`src/rtl/fetch_queue.sv`:
```
// Instruction fetch queue between the fetch stage and decode.
// First-word-fall-through FIFO of {pc, pc+4, instr} entries, emptied by a branch redirect.
module fetch_queue #(
  parameter int unsigned     XLEN      = 32,
  parameter int unsigned     DEPTH     = 4,
  parameter logic [XLEN-1:0] NOP_INSTR = 32'h0000_0013
) (
  input  logic                         clk_i,
  input  logic                         rst_ni,
  input  logic                         flush_i,
  input  logic                         f_valid_i,
  output logic                         f_ready_o,
  input  logic [XLEN-1:0]              f_pc_i,
  input  logic [XLEN-1:0]              f_pc4_i,
  input  logic [XLEN-1:0]              f_instr_i,
  output logic                         d_valid_o,
  input  logic                         d_ready_i,
  output logic [XLEN-1:0]              d_pc_o,
  output logic [XLEN-1:0]              d_pc4_o,
  output logic [XLEN-1:0]              d_instr_o,
  output logic [$clog2(DEPTH+1)-1:0]   count_o
);

  localparam int unsigned PW = $clog2(DEPTH);
  localparam int unsigned CW = $clog2(DEPTH+1);

  typedef struct packed {
    logic [XLEN-1:0] pc;
    logic [XLEN-1:0] pc4;
    logic [XLEN-1:0] instr;
  } entry_t;

  entry_t        r_storage [DEPTH];
  logic [PW-1:0] r_wr_ptr;
  logic [PW-1:0] r_rd_ptr;
  logic [CW-1:0] r_count;

  logic   w_push;
  logic   w_pop;
  entry_t w_head;

  // Handshakes come from the registered count only, so d_ready_i never reaches f_ready_o.
  assign f_ready_o = (r_count != CW'(DEPTH));
  assign d_valid_o = (r_count != '0);
  assign count_o   = r_count;

  assign w_push = f_valid_i & f_ready_o & ~flush_i;
  assign w_pop  = d_valid_o & d_ready_i & ~flush_i;

  // NOTE: sequential state uses non-blocking assignments so every register
  // samples pre-edge values regardless of statement order.
  always_ff @(posedge clk_i or negedge rst_ni) begin
    if (!rst_ni) begin
      r_wr_ptr <= '0;
      r_rd_ptr <= '0;
      r_count  <= '0;
    end else if (flush_i) begin
      r_wr_ptr <= '0;
      r_rd_ptr <= '0;
      r_count  <= '0;
    end else begin
      if (w_push) r_wr_ptr <= r_wr_ptr + PW'(1);
      if (w_pop)  r_rd_ptr <= r_rd_ptr + PW'(1);
      case ({w_push, w_pop})
        2'b10:   r_count <= r_count + CW'(1);
        2'b01:   r_count <= r_count - CW'(1);
        default: r_count <= r_count;
      endcase
    end
  end

  // NOTE: the storage array is explicitly cleared on reset because the queue
  // contents are defined as zero afterwards; this costs a reset net per bit.
  always_ff @(posedge clk_i or negedge rst_ni) begin
    if (!rst_ni) begin
      for (int i = 0; i < DEPTH; i++) r_storage[i] <= '0;
    end else if (w_push) begin
      r_storage[r_wr_ptr] <= '{pc: f_pc_i, pc4: f_pc4_i, instr: f_instr_i};
    end
  end

  assign w_head = r_storage[r_rd_ptr];

  // NOTE: every always_comb output is given a default first so no path can
  // leave it unassigned and infer a latch.
  always_comb begin
    d_pc_o    = '0;
    d_pc4_o   = '0;
    d_instr_o = NOP_INSTR;
    if (d_valid_o) begin
      d_pc_o    = w_head.pc;
      d_pc4_o   = w_head.pc4;
      d_instr_o = w_head.instr;
    end
  end

endmodule

```
`config.mk`:
```
export PLATFORM = sky130hd
export DESIGN_NAME = fetch_queue
export DESIGN_NICKNAME = d
export VERILOG_FILES = /design/src/rtl/fetch_queue.sv
export SDC_FILE = /design/constraint.sdc
export NUM_CORES = 1
export LEC_CHECK = 0
export ABC_AREA = 1
export CAP_MARGIN = 20
export CORE_MARGIN = 2
export CORE_UTILIZATION = 50
export DETAILED_ROUTE_END_ITERATION = 8
export PLACE_DENSITY = 0.75
export REMOVE_ABC_BUFFERS = 1
export SYNTH_ARGS = -nofsm -noshare
export SYNTH_HDL_FRONTEND = slang
export SYNTH_SLANG_ARGS = --single-unit
```
`constraint.sdc`:
```
create_clock -name clk_i -period 4.6 [get_ports clk_i]
set_input_delay 0.69 -clock clk_i [delete_from_list [all_inputs] [get_ports clk_i]]
set_output_delay 0.69 -clock clk_i [all_outputs]
set_load 0.01 [all_outputs]
```
== Word level (Yosys, flattened, before mapping) ==
Index checks and enable logic that the tools add are counted.

* Flip-flop bits (word level): 391
* Input bits: 101
* Output and inout port bits: 101

* Add/sub/neg operators: 4
* $lt $le $gt $ge: 3
* Eq/ne operators: 3
* Multiplexer cells: 15
* Bitwise logic cells: 7
* Reductions and logical operators: 5

{| class="wikitable"
|+ Operators with widths
! kind !! count
|-
| 384-bit bitwise mux || 1
|-
| 96-bit 2-to-1 mux || 3
|-
| 96-bit binary-select mux with 2-bit select || 1
|-
| 96-bit demux with 2-bit select || 1
|-
| 32-bit 2-to-1 mux || 3
|-
| 2-bit 2-to-1 mux || 4
|-
| 3-bit greater-or-equal comparator, second input constant || 2
|-
| 2-bit NOT with 3-bit output || 2
|-
| 3-bit case mux with 2 select lines || 1
|-
| 3-bit nonzero test || 2
|-
| 2-bit by 1-bit adder with 2-bit output, second input constant || 2
|-
| 1-bit AND || 4
|-
| 2-bit nonzero test || 2
|-
| 3-bit by 1-bit adder with 3-bit output, second input constant || 1
|-
| 3-bit by 1-bit less-than comparator with 1-bit output, second input constant || 1
|-
| 3-bit 2-to-1 mux || 1
|-
| 3-bit != test, second input constant || 1
|-
| 3-bit by 1-bit subtractor with 3-bit output, second input constant || 1
|-
| 2-bit by 1-bit equality test with 1-bit output, second input constant || 1
|-
| 2-bit equality test, second input constant || 1
|-
| 1-bit logical AND || 1
|-
| 1-bit NOT || 1
|}

== Longest topological paths before layout ==
Gate-level depths: netlist of run 1.

* Depth after elaboration: 6
* Gate-level depth with buffers: 12
* Gate-level depth less buffers: 12

== Least setup slack after synthesis of run 1 ==
OpenSTA, ideal clock, no wires.

* Path type: register to output
* Start: reg r_rd_ptr[0]
* End: out d_instr_o[0]
* Data arrival time: 1402 ps
* Data required time: 3910 ps
* Setup slack: 2508 ps
* Stages on the path, launching flop included: 7
* Cell sequence: dfrtp_1 > buf_2 > inv_2 > buf_2 > buf_2 > nor2_1 > o311ai_0

* Cells in the longest elaborated chain, start to end: 5

{| class="wikitable"
|+ RTL lines
! what !! line !! RTL
|-
| start, declared || 35 || <nowiki>logic [PW-1:0] r_rd_ptr;</nowiki>
|-
| start signal, assigned || 63 || <nowiki>if (w_pop) r_rd_ptr <= r_rd_ptr + PW'(1);</nowiki>
|-
| 2-bit NOT with 3-bit output (not written as such) || 82 || <nowiki>assign w_head = r_storage[r_rd_ptr];</nowiki>
|-
| 96-bit binary-select mux with 2-bit select || 82 ||
|-
| 96-bit 2-to-1 mux (not written as such) (2 in a row) || 82 ||
|-
| 32-bit 2-to-1 mux || 90 || <nowiki>if (d_valid_o) begin</nowiki>
|-
| end, declared || 20 || <nowiki>output logic [XLEN-1:0] d_instr_o,</nowiki>
|}

Every way passes these cells. The select of a mux whose other input is x is not followed.

== Worst setup path after layout of run 1 ==
* Start: reg r_rd_ptr[1]
* End: out d_pc4_o[20]

* Cells in the longest elaborated chain, start to end: 5

{| class="wikitable"
|+ RTL lines
! what !! line !! RTL
|-
| 2-bit NOT with 3-bit output (not written as such) || 82 ||
|-
| 96-bit binary-select mux with 2-bit select || 82 ||
|-
| 96-bit 2-to-1 mux (not written as such) (2 in a row) || 82 ||
|-
| 32-bit 2-to-1 mux || 90 ||
|-
| end, declared || 19 || <nowiki>output logic [XLEN-1:0] d_pc4_o,</nowiki>
|}

Every way passes these cells. The select of a mux whose other input is x is not followed.

==> results of run 1 <==
==> kinds of logic (layout without fill, tap and decap cells) <==
| kind of cell | Yosys count | count (layout) | synth area share, % |
|---|---|---|---|
| AOI/OAI and AO/OA | 676 | 676 | 21.8 |
| xor gates and xnor gates | 1 | 1 | 0.0469 |
| DFF | 391 | 391 | 52.4 |
| adders and majority gates | 5 | 5 | 0.375 |
| and+or+nand+nor | 799 | 799 | 16.4 |
| buffers and inverters | 264 | 401 | 8.99 |
==> worst paths after layout <==
path	slack [ns]	depth (start not counted)	end	start
min in group clk_i	0.47	2	r_storage[37]	r_storage[37]
hold / removal	0.26	1	r_storage[49]	rst_ni
setup / recovery	0.89	6	d_pc4_o[20]	r_rd_ptr[1]
setup reg to reg	2.23	8	r_storage[218]	count_o[1]
max in group asynchronous	3.27	2	r_rd_ptr[1]	rst_ni
hold reg to reg	0.47	2	r_storage[37]	r_storage[37]
==> metrics by stage <==
step                      utilization [%]  setup slack, ns  area (um^2)  TNS, ns
after floorplan                         -            -2.09        17400  -184.74
after global placement               55.5             1.43        20400        0
after detailed placement             55.5             1.44        20400        0
after CTS                            59.2            0.879        21700        0
after global routing                 59.2            0.728        21700        0
final                                59.2            0.893        21700        0
==> layout make-up <==
type                    count  area, um^2  share of cell area [%]
multi-input cells        1481        7260                    33.4
clock buffers              57        1220                    5.63
repair buffers            222        2310                    10.7
well taps                 468         586                    2.70
clock inverters            16         136                   0.628
flip-flops and latches    391        9790                    45.1
inverters                 106         403                    1.86
==> cell usage in the layout, fill, tap and decap left out, drive strengths merged, types with 2 or more instances in the layout <==
| cell type | count |
|---|---|
| a21oi | 95 |
| ha | 4 |
| buf | 22 |
| o311ai | 3 |
| o21ai | 577 |
| clkdlybuf4s50 | 200 |
| nand2 | 408 |
| inv | 104 |
| bufinv | 2 |
| dfrtp | 391 |
| clkbuf | 57 |
| nor2 | 388 |
| clkinv | 15 |
| nand3 | 2 |
==> registers in the layout, indices dropped and copies added, names as in the netlist <==
| name | flops |
|---|---|
| r_storage | 384 |
| r_rd_ptr | 2 |
| count_o | 3 |
| r_wr_ptr | 2 |
==> where the power goes <==
group | internal [mW] | total, mW | leakage, nW | switching (mW)
combinational | 2.64 | 5.97 | 4.28 | 3.33
clock | 1.97 | 3.32 | 0.678 | 1.35
sequential | 4.93 | 5.77 | 5.01 | 0.834
total | 9.54 | 15.1 | 9.97 | 5.51
==> layer usage <==
metal	track usage (%)	up-vias	wire length, um
li1	-	7171	-
met1	34.1	7196	20900
met2	39.1	424	21500
met3	3.65	68	2490
met4	6.15	0	905
met5	0	-	0
==> results.md, run 1 <==
- Outcome: completed
- Residual DRC: 0
- Clock Tree Buf Depth: 3
- WL per Instance: 16.7 um
- Slew Viols, Final: 0
- N_diodes: 0
- Final hold vios: 0
- Initial antenna violation count: 0
- DIE AREA: 38900 um^2
- Critical path's top delay family: buffers and inverters
- Vias in the first global route: 14.9k
- CTS tree: done
- Via count: 14.9k
- Sequential share of the synthesized area: 52.4%
- Top post-synthesis cells by area: dfrtp_1 52%, o21ai_2 8.4%, nand2_1 8.1%
- Fin cells: 2741
- Number of flops mapped to enable cells by yosys: 0
- Arrival @ worst endpoint: 3.02 ns
- Initial Util: 50.9%
- Global route total overflow: 0
- Global-route wire length before repair: 76.5 mm
- Clock sinks: 391
- Critical Path Sink Type: output port
- Antenna viol nets, final: 0
- Pre-antenna DRT Iters: 5
- Hold crit path type: input pin to async pin
- Die width: 197 um
- Synth warn: 0
- Final RePlAce weighted congestion: 0.808
- CTS Buf Count: 42
- Peak Freq: 0.270 GHz
- Measured slew at the worst slew-check pin: 0.884 ns
- Final setup fails: 0
- Synthesis-to-finish area growth: 16.2%
- Synthesized cell area: 18700 um^2
- Yosys top cell area share: 52.4%
- Startpoint Class: flip-flop
- P_leak: 9.97 nW
- Filler cells: 3208
- Final period util: 80.6%
- Proportion of layout cells with a drive suffix above 1: 12.4%
- Die height: 197 um
- Largest net degree at the start of global routing: 117
- Initial DRC count: 1250
- Post-DP HPWL: 26.1 mm
- Crit path required time: 3.91 ns
- Pwr dens: 694 nW/um^2
- RSZ-0062 raised after global routing: false
- Avg Synthesized Cell Area: 8.75 um^2
- Hold slack: 0.261 ns
- Worst Path Buf+Inv: 3
- DR vias/cell: 5.42
- Mapped Cells: 2136
- H-tree depth: 2
- Count of cell types in the netlist: 25
- Top Ports: 202
- Worst clock skew: 0.0173 ns
- WL final: 45.9 mm
- Post-CTS Repair Setup Buffers: 0
- Top cells by count, synth: 402 x nand2_1, 391 x dfrtp_1, 386 x nor2_1
- Clk_lat worst skew: 0.53 ns
- Final #Nets: 2350
- Site Rows: 70
- Root buffer cell: clkbuf_16
- CP Max Fanout: 45
- CP max stage delay: 0.60 ns
- Final Critical Period: 3.71 ns
- CP Cell Sequence: clkinv_2, buf_12, nor2_1, o21ai_0, a21oi_1, clkdlybuf4s50_1
- Most common cell in the netlist: nand2_1
- CP max stage cell: clkdlybuf4s50_1
- Setup CP Type: flip-flop to output port
- Seq cells post-synth: 391
- Hold_buf cts: 0
- Peak supply drop: 0.415 mV
- Worst-path clk slew: 0.06 ns
- I/O Buffers: 201
- Max-cap violation count: 0
- Core area: 36700 um^2
- Cell taking the most area after synthesis: dfrtp_1
- Pwr Total: 15.1 mW
- GR Util All Layers: 24.1%
- Resized Gates After CTS: 0
- Top_reg_cell synth: dfrtp_1
- Ys async rst share: 100%
- Placed insts: 2668
- Slew headroom: 41.1%
Note: power is estimated with default switching activity, not from simulation.
==> inputs of run 2 (changes only) <==
PLACE_DENSITY = 0.78   (was 0.75)
clock period = 3.33 ns   (was 4.6 ns; I/O delays follow)
==> run 2 against run 1 <==
  * The flow now finishes with violations (hold timing)
  * First-iteration DRC count fell by 5.5%
  * Final cell count is 1.2% higher
  * Clock power grew 41%
  * Sequential share of layout area is 0.96 points lower
  * Worst setup slack got worse by 0.76 ns
  * Utilization rose by 1.3 points
  * Global-route usage down 0.25 points
  * Design area up 2.2%
  * Critical path type unchanged
  * Largest cell class unchanged
==> results.md, run 2 (synthesis results as in run 1) <==
- H-tree depth: 2 (unchanged)
- GR Layer Usage met3: 3.11% (-0.55 points)
- Final period util: 96.1%
- WL per Instance: 16.7 um (-0.29%)
- Peak supply drop: 0.654 mV (+57%)
- Final setup fails: 0 (unchanged)
- Clock sinks: 391 (unchanged)
- Pwr dens: 954 nW/um^2 (+38%)
- Met1 usage: 33.0% (-1.0 points)
- Hold_buf cts: 0 (unchanged)
- Setup CP Type: flip-flop to output port
- Slew headroom: 50.0% (+8.9 points)
- Pwr Total: 21.2 mW (+41%)
- Root buffer cell: clkbuf_16
- Final #Nets: 2382 (+1.4%)
- Worst clock skew: 0.0227 ns (+0.00537 ns)
- Startpoint Class: flip-flop
- M2 GR Usage: 39.4% (+0.26 points)
- Worst-path clk slew: 0.05 ns (about the same)
- P_leak: 10.2 nW (+2.4%)
- Global route total overflow: 0 (unchanged)
- Via count: 15.2k (+2.0%)
- Most common cell after layout, fill and taps aside: nand2_1
- Measured slew at the worst slew-check pin: 0.750 ns (-0.134 ns)
- DIE AREA: 38900 um^2 (unchanged)
- Peak Freq: 0.313 GHz
- Crit path required time: 2.83 ns (-1.08 ns)
- WL final: 46.3 mm (+0.94%)
- Top Ports: 202 (unchanged)
- I/O Buffers: 201 (unchanged)
- Final Critical Period: 3.20 ns
- Synthesis-to-finish area growth: 18.7%
- Hold crit path type: input pin to async pin
- GR Util All Layers: 23.8% (-0.25 points)
- Global-route wire length before repair: 75.9 mm (-0.77%)
- CP Max Fanout: 38 (-16%)
- Clk_lat worst skew: 0.54 ns (about the same)
- N_diodes: 0 (unchanged)
- Failing checks: hold timing
- RSZ-0062 raised after global routing: false
- Core area: 36700 um^2 (unchanged)
- Initial antenna violation count: 0 (unchanged)
- Initial DRC count: 1181 (-5.5%)
- Largest net degree at the start of global routing: 94 (-20%)
- CTS Buf Count: 43 (+2.4%)
- DR vias/cell: 5.46 (+0.80%)
- Max FFs per register: 384 (unchanged)
- Post-DP HPWL: 28.6 mm (+9.4%)
- Hold slack: -0.00474 ns (-0.265 ns)
- Initial Util: 50.9% (unchanged)
- Vias in the first global route: 15.0k (+0.69%)
- Slew Viols, Final: 0 (unchanged)
- Most frequent cells in the layout: 402 x nand2_1, 389 x dfrtp_1, 386 x nor2_1
- Most used routing layer: met2
- Arrival @ worst endpoint: 2.70 ns (-0.32 ns)
- Clock Tree Buf Depth: 3 (unchanged)
- Die width: 197 um (unchanged)
- Top reg by flops: r_storage
- Pre-antenna DRT Iters: 5 (unchanged)
- Site Rows: 70 (unchanged)
- Final hold vios: 2 (+2)
- Max-cap violation count: 0 (unchanged)
- Final RePlAce weighted congestion: 0.795 (-1.6%)
- Critical Path Sink Type: output port
- CTS tree: done
- Proportion of layout cells with a drive suffix above 1: 13.8% (+1.4 points)
- Die height: 197 um (unchanged)
- Residual DRC: 0 (unchanged)
- Outcome: finished, violations left
- Antenna viol nets, final: 0 (unchanged)
==> run 2: changes by cell type in the layout (fill, tap and decap cells not counted), moves of 2 or more <==
cell,previous run,this run
buf_4,10,27
buf_12,11,22
clkbuf_8,5,13
clkinv_2,14,10
inv_6,0,3
clkbuf_1,7,5
==> run 2: cell type report <==
cell class | count | area, um^2
flip-flops and latches | 391 | 9790
repair buffers | 253 | 2720
fillers | 3074 | 14500
inverters | 106 | 407
clock buffers | 62 | 1300
clock inverters | 14 | 116
well taps | 468 | 586
multi-input cells | 1481 | 7260
==> run 2: worst max-delay path, stage by stage (launching register included) <==
cell and delay [ns]:
dfrtp_4 0.48, buf_16 0.25, buf_4 0.27, nor2_1 0.08
o311ai_0 0.46, clkdlybuf4s50_1 0.63
==> run 2: timing repair <==
action                                 4_1_cts  5_1_grt
gates resized for setup                      0        3
setup endpoints to repair                    0       19
endpoints found under the hold margin        0        0
setup buffers                                0        2
==> run 2: report_power, final <==
group          switching (mW)  total [mW]  internal, mW  leakage [nW]
combinational            4.70        8.53          3.83          4.50
sequential               1.14        7.95          6.81          5.01
clock                    1.90        4.69          2.78         0.707
total                    7.74        21.2          13.4          10.2
==> run 2: worst paths after layout <==
check	startpoint	end	slack [ns]	depth (start not counted)
max	r_rd_ptr[0]	d_instr_o[4]	0.13	5
min	rst_ni	r_storage[202]	-0.005	1
max reg2reg	count_o[1]	r_storage[312]	1.11	8
min reg2reg	r_storage[24]	r_storage[24]	0.48	2
max in group asynchronous	rst_ni	r_storage[154]	2.30	3
min in group clk_i	r_storage[24]	r_storage[24]	0.48	2
==> run 2: layer usage <==
layer  vias up  share of wire, %
li1       7235                 -
met4         0               2.3
met3        79               6.0
met5         -                 0
met2       497                48
met1      7352                44
==> run 2: through the flow <==
| step | TNS [ns] | utilization [%] | setup WS (ns) | cell area, um^2 | std cells |
|---|---|---|---|---|---|
| after global routing | 0 | 60.4 | 0.0360 | 22200 | 2775 |
| final | 0 | 60.4 | 0.130 | 22200 | 2775 |
| after detailed placement | 0 | 56.4 | 0.650 | 20700 | 2696 |
| after CTS | 0 | 60.3 | 0.0683 | 22100 | 2772 |
| after floorplan | -289.48 | - | -3.17 | 17400 | 1978 |
| after global placement | 0 | 56.4 | 0.648 | 20700 | 2696 |
